--- config.mk ---
export PLATFORM = sky130hd
export DESIGN_NAME = branch_pred_ctrl
export DESIGN_NICKNAME = d
export VERILOG_FILES = /design/src/rtl/branch_pred_ctrl.sv
export SDC_FILE = /design/constraint.sdc
export NUM_CORES = 1
export LEC_CHECK = 0
export CAP_MARGIN = 20
export CORE_ASPECT_RATIO = 1.4
export CORE_MARGIN = 5
export CORE_UTILIZATION = 56
export CTS_CLUSTER_DIAMETER = 60
export CTS_CLUSTER_SIZE = 40
export DETAILED_ROUTE_END_ITERATION = 10
export GPL_TIMING_DRIVEN = 0
export HOLD_SLACK_MARGIN = 0.03
export PLACE_DENSITY = 0.89
export SETUP_SLACK_MARGIN = 0.3
export SKIP_LAST_GASP = 1
export SYNTH_ARGS = -nofsm -noshare
export SYNTH_HDL_FRONTEND = slang
export SYNTH_SLANG_ARGS = --single-unit
--- constraint.sdc ---
create_clock -name clk -period 11.5 [get_ports clk]
set_input_delay 3.45 -clock clk [delete_from_list [all_inputs] [get_ports clk]]
set_output_delay 3.45 -clock clk [all_outputs]
set_load 0.005 [all_outputs]
--- src/rtl/branch_pred_ctrl.sv ---
// branch_pred_ctrl: 2-bit BHT + BTB next-PC prediction, EX-stage resolution, BTB update and branch statistics
module branch_pred_ctrl #(
  parameter int BHT_IDX_W = 6,
  parameter logic [1:0] CNT_INIT = 2'b01
) (
  input  logic        clk,
  input  logic        rst,
  input  logic [31:0] pc_f,
  input  logic        btb_hit,
  input  logic [31:0] btb_target,
  input  logic        stall,
  input  logic        bubble_e,
  input  logic        br_valid_e,
  input  logic        br_taken_e,
  input  logic [31:0] br_target_e,
  input  logic [31:0] pc_e,
  output logic [31:0] pred_npc_f,
  output logic        pred_taken_f,
  output logic        redirect,
  output logic [31:0] redirect_pc,
  output logic        flush_fd,
  output logic        btb_we,
  output logic [31:0] btb_wpc,
  output logic [31:0] btb_wtarget,
  output logic [31:0] br_cnt,
  output logic [31:0] miss_cnt
);
  logic [1:0] bht [2**BHT_IDX_W];
  logic [BHT_IDX_W-1:0] idxF, idxE;
  logic takenD, hitD, takenE, hitE, mispredict;
  logic [31:0] targetD, targetE;
  logic [1:0] cntE;
  always_comb begin
    idxF = pc_f[BHT_IDX_W+1:2];
    idxE = pc_e[BHT_IDX_W+1:2];
    cntE = bht[idxE];
    pred_taken_f = !rst & btb_hit & bht[idxF][1];
    mispredict = br_valid_e & ((takenE != br_taken_e) | (br_taken_e & takenE & (targetE != br_target_e)));
    redirect = !rst & mispredict;
    flush_fd = redirect;
    redirect_pc = br_taken_e ? br_target_e : pc_e + 32'd4;
    pred_npc_f = redirect ? redirect_pc : (pred_taken_f ? btb_target : pc_f + 32'd4);
    btb_we = !rst & br_valid_e & br_taken_e & (!hitE | (targetE != br_target_e));
    btb_wpc = pc_e;
    btb_wtarget = br_target_e;
  end
  always_ff @(posedge clk) begin
    if (rst) begin
      for (int i = 0; i < 2**BHT_IDX_W; i++) bht[i] <= CNT_INIT;
      {takenD, hitD, targetD, takenE, hitE, targetE} <= '0;
      br_cnt <= '0;
      miss_cnt <= '0;
    end else begin
      if (br_valid_e) begin
        bht[idxE] <= br_taken_e ? (cntE == 2'd3 ? cntE : cntE + 2'd1) : (cntE == 2'd0 ? cntE : cntE - 2'd1);
        br_cnt <= br_cnt + 32'd1;
      end
      if (mispredict) miss_cnt <= miss_cnt + 32'd1;
      // redirect squashes both stages; stall freezes them; a bubble empties only E
      if (mispredict) begin
        {takenD, hitD, targetD, takenE, hitE, targetE} <= '0;
      end else if (!stall) begin
        {takenE, hitE, targetE} <= bubble_e ? 34'd0 : {takenD, hitD, targetD};
        {takenD, hitD, targetD} <= {pred_taken_f, btb_hit, btb_target};
      end
    end
  end
endmodule
-- Word level (Yosys, flattened, before mapping)
Memory sizes are Yosys's and may differ from the RTL's.
Index checks and enable logic that the tools add are counted.
- flip-flop bits (word level): 132
- memory bits (writable): 128
- bits of input ports: 135
- output and inout port bits: 196
- logic and storage cells: 49
- memories: 1
- memories (name ; depth ; width ; read ports ; clocked after Yosys merged registers in ; write ports ; line ; source):
    bht ; 64 ; 2 ; 2 ; 0 ; 64 ; 28 ; logic [1:0] bht [2**BHT_IDX_W];
- add/sub/neg operators: 6
- equality and inequality tests: 3
- multiplexer cells: 15
- bitwise operators: 11
- reductions and logical operators: 5
- operators with widths (cell ; number):
    two-way mux 32 bit ; 3
    adder 32 x 1 -> 32 bit (second input constant) ; 2
    adder 32 x 3 -> 32 bit (second input constant) ; 2
    two-way mux 34 bit ; 1
    != test 32 bit ; 1
    AND 1 bit ; 9
    two-way mux 2 bit ; 4
    two-way mux 1 bit ; 6
    two-way mux 6 bit ; 1
    OR reduction 2 bit ; 2
    adder 2 x 1 -> 2 bit (second input constant) ; 1
    == test 2 bit (second input constant) ; 1
    zero test 1 bit ; 2
    zero test 2 bit ; 1
    bitwise OR 1 bit ; 2
    subtractor 2 x 1 -> 2 bit (second input constant) ; 1
    != test 1 bit ; 1

-- Depth between registers and ports, before layout
- depth in word-level cells: 6
- gate-level depth with buffers: 13
- mapped depth without buffers: 9

-- Worst setup path before layout
Ideal clock, no wire load.
- kind: input to output
- from: in pc_f[2]
- to: out pred_npc_f[2]
- arrival time: 5.728 ns
- data required time: 8.050 ns
- path slack: 2.322 ns
- stages: 10
- path buffers: 3
- cell sequence: buf_2 > mux4_2 > mux4_2 > nor2_1 > a311o_1 > and2_1 > buf_2 > inv_1 > buf_2 > o311ai_0
- longest elaborated chain between the ends: 4
- ends and longest elaborated chain (item ; line ; source):
    start: declaration ; 8 ; input logic [31:0] pc_f,
    parallel branches: the longest is 2 deep, another holds adder 32 x 3 -> 32 bit ; n/a ;
    two-way mux 32 bit (*) (2 in a row) ; 42 ; pred_npc_f = redirect ? redirect_pc : (pred_taken_f ? btb_target : pc_f + 32'd4);
    end: declaration ; 17 ; output logic [31:0] pred_npc_f,
Mark *: on every way between the ends.

-- Worst setup path in the final report
- from: in pc_e[4]
- to: out pred_npc_f[24]
- longest elaborated chain between the ends: 3
- ends and longest elaborated chain (item ; line ; source):
    start: declaration ; 16 ; input logic [31:0] pc_e,
    adder 32 x 3 -> 32 bit ; 41 ; redirect_pc = br_taken_e ? br_target_e : pc_e + 32'd4;
    two-way mux 32 bit ; 41 ;
    two-way mux 32 bit ; 42 ;
No other way between the ends.

==> flow_metrics.env <==
export IMPL_status="finished, final reports clean"
export IMPL_path_delay_family="buffers and inverters"
export IMPL_ys_warn_count=0
export IMPL_cts_hold_buf=0
export IMPL_crit_buf_inv=4
export IMPL_cp_cell_sequence="clkdlybuf4s50_1, buf_2, buf_2, nand2_1, or4_1, nor2_1, nand2_1, xor2_1, o21ai_0, nand2_1, o21ai_1, clkdlybuf4s50_1"
export IMPL_drv_slew=0
export IMPL_combPwrFrac_pct=21.6
export IMPL_yosysMostFrequentCell="nor2_1"
export IMPL_switchingPower_uw=603
export IMPL_cap_violations=0
export IMPL_clkLatencyLatePin_ns=0.52
export IMPL_io_pins=331
export IMPL_drc=0
export IMPL_crit_fanout=10
export IMPL_crit_required_ns=8.05
export IMPL_postCtsSetupRepairBufs=0
export IMPL_totalPowerFinal_mw=2.05
export IMPL_place_ws_ns=0.202
export IMPL_totalWireLength_um=59800
export IMPL_tns_ns=0
export IMPL_htreeDepth=1
export IMPL_p_int_mw=1.45
export IMPL_synth_edf_count=128
export IMPL_vias=15500
export IMPL_place_congestion=1.08
export IMPL_whs_ns=0.504
export IMPL_clkTransAtPathRegs_ns=0.13
export IMPL_fin_crit_ns=11.20
export IMPL_yosysTopAreaCellShare_pct=25.2
export IMPL_rsz0062_at_grt="no"
export IMPL_ant_nets=0
export IMPL_grt_usage_pct=37.5
export IMPL_nNetsFinal=2192
export IMPL_peakVddDrop_mv=0.111
export IMPL_ff2ff_setup_slack_ns=8.37
export IMPL_p_clk_share_pct=29.6
export IMPL_dr_pass1_iters=9
export IMPL_pwr_share_seq_pct=48.8
export IMPL_wire_per_inst_um=24.6
export IMPL_maxSlewHeadroom_pct=28.2
export IMPL_grt_pass1_vias=15300
export IMPL_criticalPathCategory="input pin to output pin"
export IMPL_cts_tree="done"
export IMPL_die_h_um=205
export IMPL_hold_viol_final=0
export IMPL_crit_slowest_cell="clkdlybuf4s50_1"
export IMPL_grt_first_pass_wirelength_um=87900
export IMPL_synth_cell_types=61
export IMPL_final_layout_size_suffix_gt1_share_pct=8.93
export IMPL_fillCellCount=2018
export IMPL_yosysTopAreaCell="edfxtp_1"
export IMPL_synth_common_cells="nor2_1, nand2_1, dfxtp_1"
export IMPL_synth_area_sq_um=15200
export IMPL_first_iter_violations=2096
export IMPL_crit_path_frequent_cell="nand2_1"
export IMPL_worst_pin_slew_ns=1.07
export IMPL_ys_async_sr_fraction_pct=0
export IMPL_start_kind="input pin"
export IMPL_hold_path_class="register to register"
export IMPL_grt_max_degree=37
export IMPL_synth_avg_cell_area_sq_um=8.92
export IMPL_clock_sinks=260
export IMPL_syn_nets=1847
export IMPL_p_leak_nw=6.89
export IMPL_final_cells=2428
export IMPL_chipWidth_um=149
export IMPL_syn_instance_count=1707
export IMPL_ys_seq_area_share_pct=42.6
export IMPL_fmax_mhz=89.3
export IMPL_synth_ff_type="dfxtp_1"
export IMPL_worstPathArrival_ns=7.75
export IMPL_coreArea_sq_um=26800
export IMPL_dp_cells=2400
export IMPL_synth_seq_cells=260
export IMPL_worst_slack_ns=0.296
export IMPL_power_density_nw_per_um2=105
export IMPL_dp_hpwl_um=45800
export IMPL_setup_violations=0
export IMPL_crit_path_end_kind="output pin"
export IMPL_antenna_found_initial=3
export IMPL_clockBufferDepth=3
export IMPL_die_area_sq_um=30600
export IMPL_rows=71
export IMPL_yosys_top_cells_area="edfxtp_1, dfxtp_1, nor2_1"
export IMPL_cts_root_buf="clkbuf_16"
export IMPL_area_delta_synth_final_pct=28.0
export IMPL_vias_per_cell=6.38
export IMPL_io_buffers=325
export IMPL_cts_made_buffers=15
export IMPL_grt_ovfl_total=0
export IMPL_max_stage_delay_ns=0.64
export IMPL_start_util_pct=56.8
export IMPL_timing_final_crit_share_pct=97.4
export IMPL_power_switching_share_pct=29.4
export IMPL_fin_skew_ns=0.0465
layout make-up:
| type | instances | area (sq um) | share of cell area (%) |
|---|---|---|---|
| Clock inverter | 9 | 113 | 0.578 |
| Sequential cell | 260 | 6490 | 33.3 |
| Inverter | 16 | 60.1 | 0.308 |
| Timing Repair Buffer | 328 | 3280 | 16.8 |
| Clock buffer | 16 | 379 | 1.94 |
| Multi-Input combinational cell | 1232 | 7610 | 39.0 |
| Tap cell | 365 | 457 | 2.34 |
| Antenna cell | 3 | 7.51 | 0.0385 |
| Buffer | 199 | 1110 | 5.70 |
layer usage:
layer,part of all wire (%),vias up,GRT usage (%)
met5,0,-,0
met4,10,0,28.4
met3,11,436,8.67
met2,49,1302,65.6
met1,30,7128,38.5
li1,-,6614,-
per-stage QoR:
step | util, % | area [sq um]
final | 72.7 | 19500
after global routing | 72.7 | 19500
after CTS | 72.6 | 19500
after detailed placement | 70.7 | 19000
after global placement | 70.6 | 18900
after floorplan | - | 15200
state kept, by name, indices dropped and copies added, names as in the netlist:
name	flops
targetE	32
bht	128
hitD	1
miss_cnt	32
br_cnt	32
takenD	1
hitE	1
targetD	32
takenE	1
worst min-delay path: stages (launching register included):
cell and delay (ns):
dfxtp_1 0.35, a21oi_1 0.06, nor2_1 0.07
power by group through the flow:
stage               clock network (mW)  logic, mW  registers (mW)
floorplan                            0      0.205            1.02
global placement                     0      0.418            1.02
detailed placement                   0      0.425            1.02
CTS                              0.603      0.428            1.00
global route                     0.632      0.460            1.00
finish                           0.607      0.443            1.00
cell families (layout without fill, tap and decap cells):
kind of cell	after synthesis	count (layout)	share of synthesized area, %
adder cells (fa/ha/maj)	7	7	0.550
flip-flops	260	260	42.6
buffers and inverters	215	568	7.62
other	0	3	0
XOR/XNOR	139	139	7.99
multiplexers	98	98	8.05
AND/OR/NAND/NOR	733	733	22.9
AO/OA/AOI/OAI	255	255	10.3
cells in the final DEF, fill, tap and decap left out, types with 9 or more instances in the layout:
cell	instances
a21o_1	16
a21oi_1	60
and3_1	25
buf_2	24
buf_4	71
buf_6	9
clkbuf_1	86
clkbuf_16	15
clkdlybuf4s50_1	325
dfxtp_1	132
edfxtp_1	128
inv_1	16
mux2_2	16
mux2i_1	64
mux4_2	18
nand2_1	165
nand2b_1	27
nand3_1	107
nand4_1	23
nor2_1	222
nor2b_1	10
nor3_1	59
nor3b_1	35
nor4_1	10
o21ai_0	95
o21bai_1	17
or2_2	10
or3_1	11
xnor2_1	46
xor2_1	93
path summary, 6_finish.rpt:
| kind | cells after the start | end | from |
|---|---|---|---|
| max | 12 | pred_npc_f[24] | pc_e[4] |
| min | 2 | takenD$_SDFFE_PP0N_ | takenD$_SDFFE_PP0N_ |
| max reg2reg | 10 | bht[50][1]$_SDFFCE_PN0P_ | bht[56][0]$_SDFFCE_PN1P_ |
| min reg2reg | 2 | takenD$_SDFFE_PP0N_ | takenD$_SDFFE_PP0N_ |
what timing repair did:
action | in CTS | in global routing
endpoints found under the setup margin | 3 | 12
pin swaps | 0 | 0
resized for setup | 1 | 12
Note: power is estimated with default switching activity, not from simulation.
